[src/rtl/dmem_arbiter_ctrl_pkg.sv]
// Shared types and helpers for the data-memory arbiter.
// Latency: n/a (types and pure functions only).
// Backpressure: n/a.
package dmem_pkg;

    typedef enum logic [1:0] {SZ_B = 2'b00, SZ_H = 2'b01, SZ_W = 2'b10, SZ_RSV = 2'b11} size_e;
    typedef enum logic {IDLE = 1'b0, RD_WAIT = 1'b1} st_e;
    typedef enum logic {P_C = 1'b0, P_D = 1'b1} port_e;

    // Lane 0 always carries the addressed byte, so enables depend only on size.
    function automatic logic [3:0] be_of(input size_e sz);
        case (sz)
            SZ_B:    be_of = 4'b0001;
            SZ_H:    be_of = 4'b0011;
            default: be_of = 4'b1111;
        endcase
    endfunction

    // Half needs addr[0]=0; word (and reserved, treated as word) needs addr[1:0]=00.
    function automatic logic misaligned(input size_e sz, input logic [1:0] a);
        case (sz)
            SZ_B:    misaligned = 1'b0;
            SZ_H:    misaligned = a[0];
            default: misaligned = (a != 2'b00);
        endcase
    endfunction

endpackage

[src/rtl/dmem_arbiter_ctrl_if.sv]
// Bundle of both requester ports and the data-memory side of the arbiter.
// Latency: n/a (wiring only).
// Backpressure: requesters hold req and fields until gnt.
interface dmem_arbiter_ctrl_if #(parameter int ADDR_W = 32);
    logic              c_req, c_we, c_unsigned, c_gnt, c_rvalid, c_err;
    logic [1:0]        c_size;
    logic [ADDR_W-1:0] c_addr;
    logic [31:0]       c_wdata, c_rdata;
    logic              d_req, d_we, d_unsigned, d_gnt, d_rvalid, d_err;
    logic [1:0]        d_size;
    logic [ADDR_W-1:0] d_addr;
    logic [31:0]       d_wdata, d_rdata;
    logic [ADDR_W-1:0] mem_raddr, mem_waddr;
    logic [31:0]       mem_wdata, mem_rdata;
    logic [3:0]        mem_wr;

    // Requesters and memory model side.
    modport master (
        output c_req, c_we, c_size, c_unsigned, c_addr, c_wdata,
        input  c_gnt, c_rvalid, c_rdata, c_err,
        output d_req, d_we, d_size, d_unsigned, d_addr, d_wdata,
        input  d_gnt, d_rvalid, d_rdata, d_err,
        input  mem_raddr, mem_waddr, mem_wdata, mem_wr,
        output mem_rdata
    );

    // Arbiter side.
    modport slave (
        input  c_req, c_we, c_size, c_unsigned, c_addr, c_wdata,
        output c_gnt, c_rvalid, c_rdata, c_err,
        input  d_req, d_we, d_size, d_unsigned, d_addr, d_wdata,
        output d_gnt, d_rvalid, d_rdata, d_err,
        output mem_raddr, mem_waddr, mem_wdata, mem_wr,
        input  mem_rdata
    );
endinterface

[src/rtl/dmem_arbiter_ctrl_load_fmt.sv]
// Sign/zero extension of raw memory read data according to access size.
// Latency: combinational.
// Backpressure: none.
module dmem_load_fmt
    import dmem_pkg::*;
(
    input  logic [31:0] mem_rdata,
    input  size_e       size,
    input  logic        is_unsigned,
    output logic [31:0] rdata
);

    // Byte and half take the low lanes; word and reserved pass through.
    always_comb begin
        rdata = mem_rdata;
        case (size)
            SZ_B:    rdata = {{24{mem_rdata[7]  & ~is_unsigned}}, mem_rdata[7:0]};
            SZ_H:    rdata = {{16{mem_rdata[15] & ~is_unsigned}}, mem_rdata[15:0]};
            default: rdata = mem_rdata;
        endcase
    end

endmodule

[src/rtl/dmem_arbiter_ctrl.sv]
// Round-robin share of the byte-banked data memory between CPU port C and debug port D; optional DMEM_MISALIGN_TRAP_EN.
// Latency: store granted and written in the same cycle; load data returned one cycle after grant.
// Backpressure: gnt is withheld while a load is in RD_WAIT and from the losing port on a tie.
module dmem_arbiter_ctrl
    import dmem_pkg::*;
#(
    parameter int ADDR_W    = 32,
    parameter int DATA_W    = 32,
    parameter int RR_INIT_C = 1
) (
    input  logic               clk,
    input  logic               rst_n,
    dmem_arbiter_ctrl_if.slave bus
);

    localparam port_e LAST_INIT = (RR_INIT_C != 0) ? P_D : P_C;

    st_e               st_q, st_d;
    port_e             last_q, last_d, own_q, sel;
    size_e             size_q, s_size;
    logic              uns_q, s_uns, s_we, any, mis, cap;
    logic [ADDR_W-1:0] raddr_q, s_addr;
    logic [31:0]       s_wdata;
    logic [DATA_W-1:0] fmt_rdata;
    logic              err_q, err_d;

    // Pick the winner in IDLE and mux its request fields.
    always_comb begin
        any = 1'b0;
        sel = P_C;
        if (st_q == IDLE && rst_n) begin
            if (bus.c_req && bus.d_req) begin
                any = 1'b1;
                sel = (last_q == P_C) ? P_D : P_C;
            end else if (bus.c_req) begin
                any = 1'b1;
                sel = P_C;
            end else if (bus.d_req) begin
                any = 1'b1;
                sel = P_D;
            end
        end
        s_we    = (sel == P_C) ? bus.c_we       : bus.d_we;
        s_size  = size_e'((sel == P_C) ? bus.c_size : bus.d_size);
        s_uns   = (sel == P_C) ? bus.c_unsigned : bus.d_unsigned;
        s_addr  = (sel == P_C) ? bus.c_addr     : bus.d_addr;
        s_wdata = (sel == P_C) ? bus.c_wdata    : bus.d_wdata;
`ifdef DMEM_MISALIGN_TRAP_EN
        mis = misaligned(s_size, s_addr[1:0]);
`else
        mis = 1'b0;
`endif
    end

    dmem_load_fmt u_fmt (
        .mem_rdata   (bus.mem_rdata),
        .size        (size_q),
        .is_unsigned (uns_q),
        .rdata       (fmt_rdata)
    );

    // Next state and all outputs; everything defaults to zero.
    always_comb begin
        st_d          = st_q;
        last_d        = last_q;
        cap           = 1'b0;
        err_d         = 1'b0;
        bus.c_gnt     = 1'b0;
        bus.d_gnt     = 1'b0;
        bus.c_rvalid  = 1'b0;
        bus.d_rvalid  = 1'b0;
        bus.c_rdata   = '0;
        bus.d_rdata   = '0;
        bus.c_err     = 1'b0;
        bus.d_err     = 1'b0;
        bus.mem_raddr = '0;
        bus.mem_waddr = '0;
        bus.mem_wdata = '0;
        bus.mem_wr    = 4'b0000;
        case (st_q)
            IDLE: begin
                if (any) begin
                    bus.c_gnt = (sel == P_C);
                    bus.d_gnt = (sel == P_D);
                    last_d    = sel;
                    if (mis) begin
                        cap   = 1'b1;
                        err_d = 1'b1;
                        st_d  = RD_WAIT;
                    end else if (s_we) begin
                        bus.mem_waddr = s_addr;
                        bus.mem_wdata = s_wdata;
                        bus.mem_wr    = be_of(s_size);
                    end else begin
                        bus.mem_raddr = s_addr;
                        cap           = 1'b1;
                        st_d          = RD_WAIT;
                    end
                end
            end
            RD_WAIT: begin
                bus.mem_raddr = raddr_q;
                st_d          = IDLE;
                if (own_q == P_C) begin
                    bus.c_rvalid = ~err_q;
                    bus.c_rdata  = err_q ? '0 : fmt_rdata;
                    bus.c_err    = err_q;
                end else begin
                    bus.d_rvalid = ~err_q;
                    bus.d_rdata  = err_q ? '0 : fmt_rdata;
                    bus.d_err    = err_q;
                end
            end
            default: st_d = IDLE;
        endcase
    end

    // State, round-robin pointer and captured load context.
    always_ff @(posedge clk or negedge rst_n) begin
        if (!rst_n) begin
            st_q    <= IDLE;
            last_q  <= LAST_INIT;
            own_q   <= P_C;
            size_q  <= SZ_B;
            uns_q   <= 1'b0;
            raddr_q <= '0;
            err_q   <= 1'b0;
        end else begin
            st_q   <= st_d;
            last_q <= last_d;
            if (cap) begin
                own_q   <= sel;
                size_q  <= s_size;
                uns_q   <= s_uns;
                raddr_q <= s_addr;
                err_q   <= err_d;
            end
        end
    end

endmodule

[src/flat_wrapper.sv]
// flat-port wrapper written by rule: the top's interface ports become plain ports
module dmem_arbiter_ctrl_flat import dmem_pkg::*;
#(
    parameter int ADDR_W    = 32,
    parameter int DATA_W    = 32,
    parameter int RR_INIT_C = 1
)
  (clk, rst_n, bus_c_req, bus_c_we, bus_c_size, bus_c_unsigned, bus_c_addr, bus_c_wdata, bus_c_gnt, bus_c_rvalid, bus_c_rdata, bus_c_err, bus_d_req, bus_d_we, bus_d_size, bus_d_unsigned, bus_d_addr, bus_d_wdata, bus_d_gnt, bus_d_rvalid, bus_d_rdata, bus_d_err, bus_mem_raddr, bus_mem_waddr, bus_mem_wdata, bus_mem_wr, bus_mem_rdata);
  dmem_arbiter_ctrl_if #(.ADDR_W(ADDR_W)) bus_i ();
  input  logic clk;
  input  logic rst_n;
  input wire logic [$bits(bus_i.c_req)-1:0] bus_c_req;
  input wire logic [$bits(bus_i.c_we)-1:0] bus_c_we;
  input wire logic [$bits(bus_i.c_size)-1:0] bus_c_size;
  input wire logic [$bits(bus_i.c_unsigned)-1:0] bus_c_unsigned;
  input wire logic [$bits(bus_i.c_addr)-1:0] bus_c_addr;
  input wire logic [$bits(bus_i.c_wdata)-1:0] bus_c_wdata;
  output wire logic [$bits(bus_i.c_gnt)-1:0] bus_c_gnt;
  output wire logic [$bits(bus_i.c_rvalid)-1:0] bus_c_rvalid;
  output wire logic [$bits(bus_i.c_rdata)-1:0] bus_c_rdata;
  output wire logic [$bits(bus_i.c_err)-1:0] bus_c_err;
  input wire logic [$bits(bus_i.d_req)-1:0] bus_d_req;
  input wire logic [$bits(bus_i.d_we)-1:0] bus_d_we;
  input wire logic [$bits(bus_i.d_size)-1:0] bus_d_size;
  input wire logic [$bits(bus_i.d_unsigned)-1:0] bus_d_unsigned;
  input wire logic [$bits(bus_i.d_addr)-1:0] bus_d_addr;
  input wire logic [$bits(bus_i.d_wdata)-1:0] bus_d_wdata;
  output wire logic [$bits(bus_i.d_gnt)-1:0] bus_d_gnt;
  output wire logic [$bits(bus_i.d_rvalid)-1:0] bus_d_rvalid;
  output wire logic [$bits(bus_i.d_rdata)-1:0] bus_d_rdata;
  output wire logic [$bits(bus_i.d_err)-1:0] bus_d_err;
  output wire logic [$bits(bus_i.mem_raddr)-1:0] bus_mem_raddr;
  output wire logic [$bits(bus_i.mem_waddr)-1:0] bus_mem_waddr;
  output wire logic [$bits(bus_i.mem_wdata)-1:0] bus_mem_wdata;
  output wire logic [$bits(bus_i.mem_wr)-1:0] bus_mem_wr;
  input wire logic [$bits(bus_i.mem_rdata)-1:0] bus_mem_rdata;
  assign bus_i.c_req = bus_c_req;
  assign bus_i.c_we = bus_c_we;
  assign bus_i.c_size = bus_c_size;
  assign bus_i.c_unsigned = bus_c_unsigned;
  assign bus_i.c_addr = bus_c_addr;
  assign bus_i.c_wdata = bus_c_wdata;
  assign bus_c_gnt = bus_i.c_gnt;
  assign bus_c_rvalid = bus_i.c_rvalid;
  assign bus_c_rdata = bus_i.c_rdata;
  assign bus_c_err = bus_i.c_err;
  assign bus_i.d_req = bus_d_req;
  assign bus_i.d_we = bus_d_we;
  assign bus_i.d_size = bus_d_size;
  assign bus_i.d_unsigned = bus_d_unsigned;
  assign bus_i.d_addr = bus_d_addr;
  assign bus_i.d_wdata = bus_d_wdata;
  assign bus_d_gnt = bus_i.d_gnt;
  assign bus_d_rvalid = bus_i.d_rvalid;
  assign bus_d_rdata = bus_i.d_rdata;
  assign bus_d_err = bus_i.d_err;
  assign bus_mem_raddr = bus_i.mem_raddr;
  assign bus_mem_waddr = bus_i.mem_waddr;
  assign bus_mem_wdata = bus_i.mem_wdata;
  assign bus_mem_wr = bus_i.mem_wr;
  assign bus_i.mem_rdata = bus_mem_rdata;
  dmem_arbiter_ctrl #(.ADDR_W(ADDR_W), .DATA_W(DATA_W), .RR_INIT_C(RR_INIT_C)) u_core (.clk(clk), .rst_n(rst_n), .bus(bus_i));
endmodule
[config.mk]
export PLATFORM = sky130hd
export DESIGN_NAME = dmem_arbiter_ctrl_flat
export DESIGN_NICKNAME = d
export VERILOG_FILES = /design/src/rtl/dmem_arbiter_ctrl_pkg.sv /design/src/rtl/dmem_arbiter_ctrl_if.sv /design/src/rtl/dmem_arbiter_ctrl_load_fmt.sv /design/src/rtl/dmem_arbiter_ctrl.sv /design/src/flat_wrapper.sv
export SDC_FILE = /design/constraint.sdc
export NUM_CORES = 1
export LEC_CHECK = 0
export CORE_MARGIN = 8
export CORE_UTILIZATION = 30
export CTS_CLUSTER_SIZE = 12
export DETAILED_ROUTE_END_ITERATION = 12
export PLACE_DENSITY = 0.81
export SYNTH_ARGS = -nofsm -noshare
export SYNTH_HDL_FRONTEND = slang
export SYNTH_SLANG_ARGS = --single-unit
export TNS_END_PERCENT = 50
[constraint.sdc]
create_clock -name clk -period 1.9 [get_ports clk]
set_input_delay 0.38 -clock clk [delete_from_list [all_inputs] [get_ports clk]]
set_output_delay 0.38 -clock clk [all_outputs]
set_load 0.02 [all_outputs]
**Word-level counts from Yosys, hierarchy flattened**

Cells that the tools add are included.

- Register bits after elaboration: 38
- Input port bits: 172
- Logic and storage cells: 61

- Eq/ne operators: 2
- Muxes and demuxes: 43
- Bitwise operators: 5
- Reductions and logical operators: 5

Operators with widths:

| kind | count |
|---|---|
| $mux 32 | 14 |
| $pmux 32 s2 | 2 |
| $mux 1 | 21 |
| $mux 4 | 3 |
| $pmux 4 s2 | 1 |
| $eq 2x1->1 const B | 2 |
| $logic_not 2->1 | 2 |
| $not 1->1 | 3 |
| $and 1x1->1 | 2 |
| $logic_and 1x1->1 | 2 |
| $mux 2 | 1 |
| $pmux 1 s2 | 1 |
| $reduce_and 2->1 | 1 |

**Depth between registers and ports, before layout**

- Depth in word-level cells: 10
- Depth in mapped cells: 7
- Mapped depth without buffers: 3

**By module**

From an unflattened synthesis, not the netlist that was laid out.

- Cell total of the unflattened synthesis: 805
- Area, all modules: 5288.8 um^2

By module, submodules not included:

| module | instances | cells each | area an instance (um^2) | sequential area each (um^2) |
|---|---|---|---|---|
| dmem_arbiter_ctrl | 1 | 738 | 4933.5 | 952.2 |
| dmem_load_fmt | 1 | 67 | 355.3 | 0.0 |

**Worst setup path before layout**

No wires, ideal clock.

- Path kind: register -> output
- From: register u_core.st_q
- To: output port bus_mem_raddr[0]
- Arrival: 1.990 ns
- Data required time: 1.520 ns
- Slack: -0.470 ns
- Cell stages (with the launch flop): 6
- Path buffers: 2
- Path through: dfrtp_1 buf_6 nand2b_1 clkbuf_1 or3_4 o311ai_0

- Longest elaborated chain between the ends: 7
- Elaborated cells between the ends (all ways): 9
- Those cells by class: mux (7); bitwise (1); reduce/logical (1)

RTL lines:

| what | RTL line | RTL |
|---|---|---|
| from (decl) | dmem_arbiter_ctrl.sv:18 | `st_e st_q, st_d;` |
| from (signal assigned) | dmem_arbiter_ctrl.sv:129 | `st_q <= st_d;` |
| $not 1->1 | dmem_arbiter_ctrl.sv:31, dmem_arbiter_ctrl.sv:80 |  |
| $logic_and 1x1->1 | dmem_arbiter_ctrl.sv:31 | `if (st_q == IDLE && rst_n) begin` |
| $mux 1 | dmem_arbiter_ctrl.sv:31 |  |
| $mux 32 or $mux 1 (tied branches) | dmem_arbiter_ctrl.sv:46, dmem_arbiter_ctrl.sv:43 |  |
| $mux 32 | dmem_arbiter_ctrl.sv:90 | `end else if (s_we) begin` |
| $mux 32 | dmem_arbiter_ctrl.sv:82 | `if (any) begin` |
| $pmux 32 s2 (*) | dmem_arbiter_ctrl.sv:80 | `case (st_q)` |
| to (decl) | flat_wrapper.sv:32 | `output wire logic [$bits(bus_i.mem_raddr)-1:0] bus_mem_raddr;` |

Mark *: on every way between the ends. The rest lies on a longest branch, timed or not.

**Worst setup path in the final report**

- From: register u_core.last_q
- To: output port bus_mem_wdata[8]

- Longest elaborated chain between the ends: 7
- Elaborated cells between the ends (all ways): 8
- Those cells by class: mux (8)

RTL lines:

| what | RTL line | RTL |
|---|---|---|
| from (decl) | dmem_arbiter_ctrl.sv:19 | `port_e last_q, last_d, own_q, sel;` |
| from (signal assigned) | dmem_arbiter_ctrl.sv:130 | `last_q <= last_d;` |
| $mux 1 (*) | dmem_arbiter_ctrl.sv:34 | `sel = (last_q == P_C) ? P_D : P_C;` |
| $mux 1 (*) | dmem_arbiter_ctrl.sv:32 | `if (bus.c_req && bus.d_req) begin` |
| $mux 1 (*) | dmem_arbiter_ctrl.sv:31 |  |
| $mux 32 or $mux 1 (tied branches) | dmem_arbiter_ctrl.sv:47, dmem_arbiter_ctrl.sv:43 |  |
| $mux 32 (*) | dmem_arbiter_ctrl.sv:90 |  |
| $mux 32 (*) | dmem_arbiter_ctrl.sv:82 |  |
| $mux 32 (*) | dmem_arbiter_ctrl.sv:80 |  |
| to (decl) | flat_wrapper.sv:34 | `output wire logic [$bits(bus_i.mem_wdata)-1:0] bus_mem_wdata;` |

Marks and branches as above.

==> out/results.ini <==
[synthesis]
synth-edff-count = 0
yosys.area.top_type_share_pct = 18.4
synth-seq-cells = 38
synth.largest_area_cell = dfrtp_1
netlist_area_um2 = 5040
yosys.cell_count.top_type = nand4_1
async_flop_share_pct = 100
ys_seq_area_share_pct = 18.9
synth_cell_types = 39
synthesis.instances = 699
ys.flop_type = dfrtp_1
synth_area_per_cell_um2 = 7.21
ys_top_cells_by_count = 97 x nand4_1, 70 x clkbuf_1, 68 x a21oi_1
yosys-top-cells-area = dfrtp_1 18%, nand4_1 12%, o211ai_1 9.7%
yosysWarnings = 0

[global_routing]
grt_max_degree = 47
antenna_found_initial = 0
grt_pass1_wl_mm = 47.0
grt_pass1_vias = 8353
grt-ovfl-total = 0
grt_util_all_layers_pct = 27.0

[worst_setup_path]
reg2reg_from = u_core.st_q
path_buf_inv = 6
worst_path_most_repeated_cell = buf_6
path_cells = buf_6 -> a21boi_4 -> buf_6 -> buf_16 -> buf_6 -> nand4_1 -> a21oi_1 -> buf_4 -> buf_12
cpMaxStageDelayCell = dfstp_2
cp-end-kind = primary output
cp_top_family = buffers and inverters
crit_required_ps = 1520
slowest_delay_ps = 380
cp-endpoint = bus_mem_wdata[8]
crit_start = u_core.last_q
reg2reg_depth = 7
cp_max_fo = 4
cp-start-kind = flop
critPathArrivalTime_ps = 1900
cp_num_cells = 9
r2r_slack_ps = -100
crit-reg2reg-capture = u_core.raddr_q[5]
crit_type = reg -> out

[floorplanning]
die_w_um = 146
placeableCoreArea_um2 = 16500
rows = 47
design.die.area_um2 = 21200
die_y_um = 146
ios = 342
start_util_pct = 30.5

[placed_design]
dp_cells = 1303
gp_congestion = 0.855
dpl_cell_area_um2 = 10200
hpwl_mm = 22.1
portBuffers = 339

[final_layout]
fin_cells = 1384
fill_cells = 1175
antennaDiodeCount = 0
fin_util_pct = 71.5
area_delta_synth_final_pct = 135
design_area_um2 = 11800
final_nets = 1335
layout-drive-gt1-share_pct = 49.2

[clock_network]
path_clk_slew_ps = 60
cts_htree_levels = 2
tritoncts = yes
cts.path.max_buffers = 2
hold_buffers = 0
cts_sinks = 38
cts_made_buffers = 5
cts_root_buffer = clkbuf_16
clk_latency_ps = 280

[routing]
ant_nets = 0
drt_first_iter_violations = 537
first_pass_iters = 5
drt_wl_total_mm = 32.9
viasPerCell = 5.92
wl_per_cell_um = 23.8
via_count = 8191
drc = 0

[power]
p_leak_nw = 4.85
power_density_nw_per_um2 = 546
peakVddDrop_mv = 0.332
fin_total_pwr_mw = 6.45

[timing]
finalSetupViolations = 201
worstMarginPinSlew_ps = 532
hold_viol = 0
period_needed_ps = 2280
post-route-period-util_pct = 120
slew_viol_final = 0
finalHoldWorstSlack_ps = 79.9
clock_skew_ps = 3.51
rsz0062_at_grt = yes
relSlewSlack_pct = 64.5
setup_slack_ps = -384
fmax_mhz = 438

[outcome]
outcome = finished with violations
violations = negative setup slack

[worst_hold_path]
hold_path_class = in -> async

[run]
cap_violations = 0

cell usage in the layout, fill, tap and decap left out, types with 19 or more instances in the layout:
cell type	n
o311ai_4	30
o221a_2	35
o211ai_1	65
buf_4	202
nor2b_1	48
nor3_2	19
buf_12	35
a21oi_2	46
nor2_1	20
nand2_1	33
or3_1	35
nand4_1	97
a21oi_1	19
buf_6	120
clkdlybuf4s50_1	164
inv_1	34
dfrtp_1	35
final cells by class:
type / instances / area (um^2) / area share [%]
Tap cell: 220 / 275 / 2.33
Multi-Input combinational cell: 521 / 4400 / 37.2
Timing Repair inverter: 1 / 7.51 / 0.0635
Clock inverter: 1 / 5.00 / 0.0423
Timing Repair Buffer: 561 / 5900 / 49.9
Sequential cell: 38 / 955 / 8.07
Inverter: 35 / 135 / 1.14
Clock buffer: 7 / 143 / 1.21
worst register-to-register path, stage by stage (launching register included):
cell,delay (ps)
dfrtp_2,420
buf_6,120
buf_4,130
buf_12,130
or3b_4,440
buf_6,170
or3_1,340
o221a_2,140
power breakdown:
| group | internal [mW] | switching, mW |
|---|---|---|
| Clock | 0.521 | 0.345 |
| Sequential | 1.03 | 0.157 |
| Combinational | 2.34 | 2.05 |
| Total | 3.90 | 2.55 |
how the worst min path moves through the flow:
stage / startpoint / endpoint / cells past startpoint / slack, ps
2_1_floorplan: rst_n / u_core.own_q / 0 / 80
3_3_place_gp: rst_n / u_core.size_q[1] / 2 / 380
3_5_place_dp: rst_n / u_core.size_q[1] / 2 / 380
4_1_cts: rst_n / u_core.size_q[1] / 2 / 80
5_1_grt: rst_n / u_core.size_q[1] / 2 / 70
6_report: rst_n / u_core.size_q[1] / 2 / 80
flip-flops by register name, summed over array words and instances, names as in the netlist:
signal and flops:
u_core.last_q 1, u_core.own_q 1, u_core.raddr_q 32, u_core.size_q 2, u_core.st_q 1, u_core.uns_q 1
layer usage:
layer	routed length (um)	up-vias	share of wire, %	track usage, %
met4	1650	0	5.0	12.8
met2	16000	521	49	47.4
met5	0	-	0	0
li1	-	3621	-	-
met1	12400	3940	38	29.7
met3	2850	109	8.7	7.46
logic make-up after synthesis:
logic type	after synthesis	share of synthesized area (%)
AO/OA/AOI/OAI	217	34.4
other	1	0.0744
AND/OR/NAND/NOR	300	33.8
buffers and inverters	142	12.6
flip-flops	38	18.9
multiplexers	1	0.224
timing repair:
item	CTS	global route
gates resized for setup	788	283
buffers inserted	21	34
gates cloned	11	8
pin swaps	54	40
endpoints found under the setup margin	203	203
endpoints found under the hold margin	0	0
through the flow:
step / setup WS [ps] / setup TNS (ps)
after detailed placement: -1000 / -146630
after global routing: -440 / -58560
after CTS: -383 / -44560
after floorplan: -142 / -4760
final: -384 / -46020
after global placement: -1020 / -144780
Note: power is estimated with default switching activity, not from simulation.
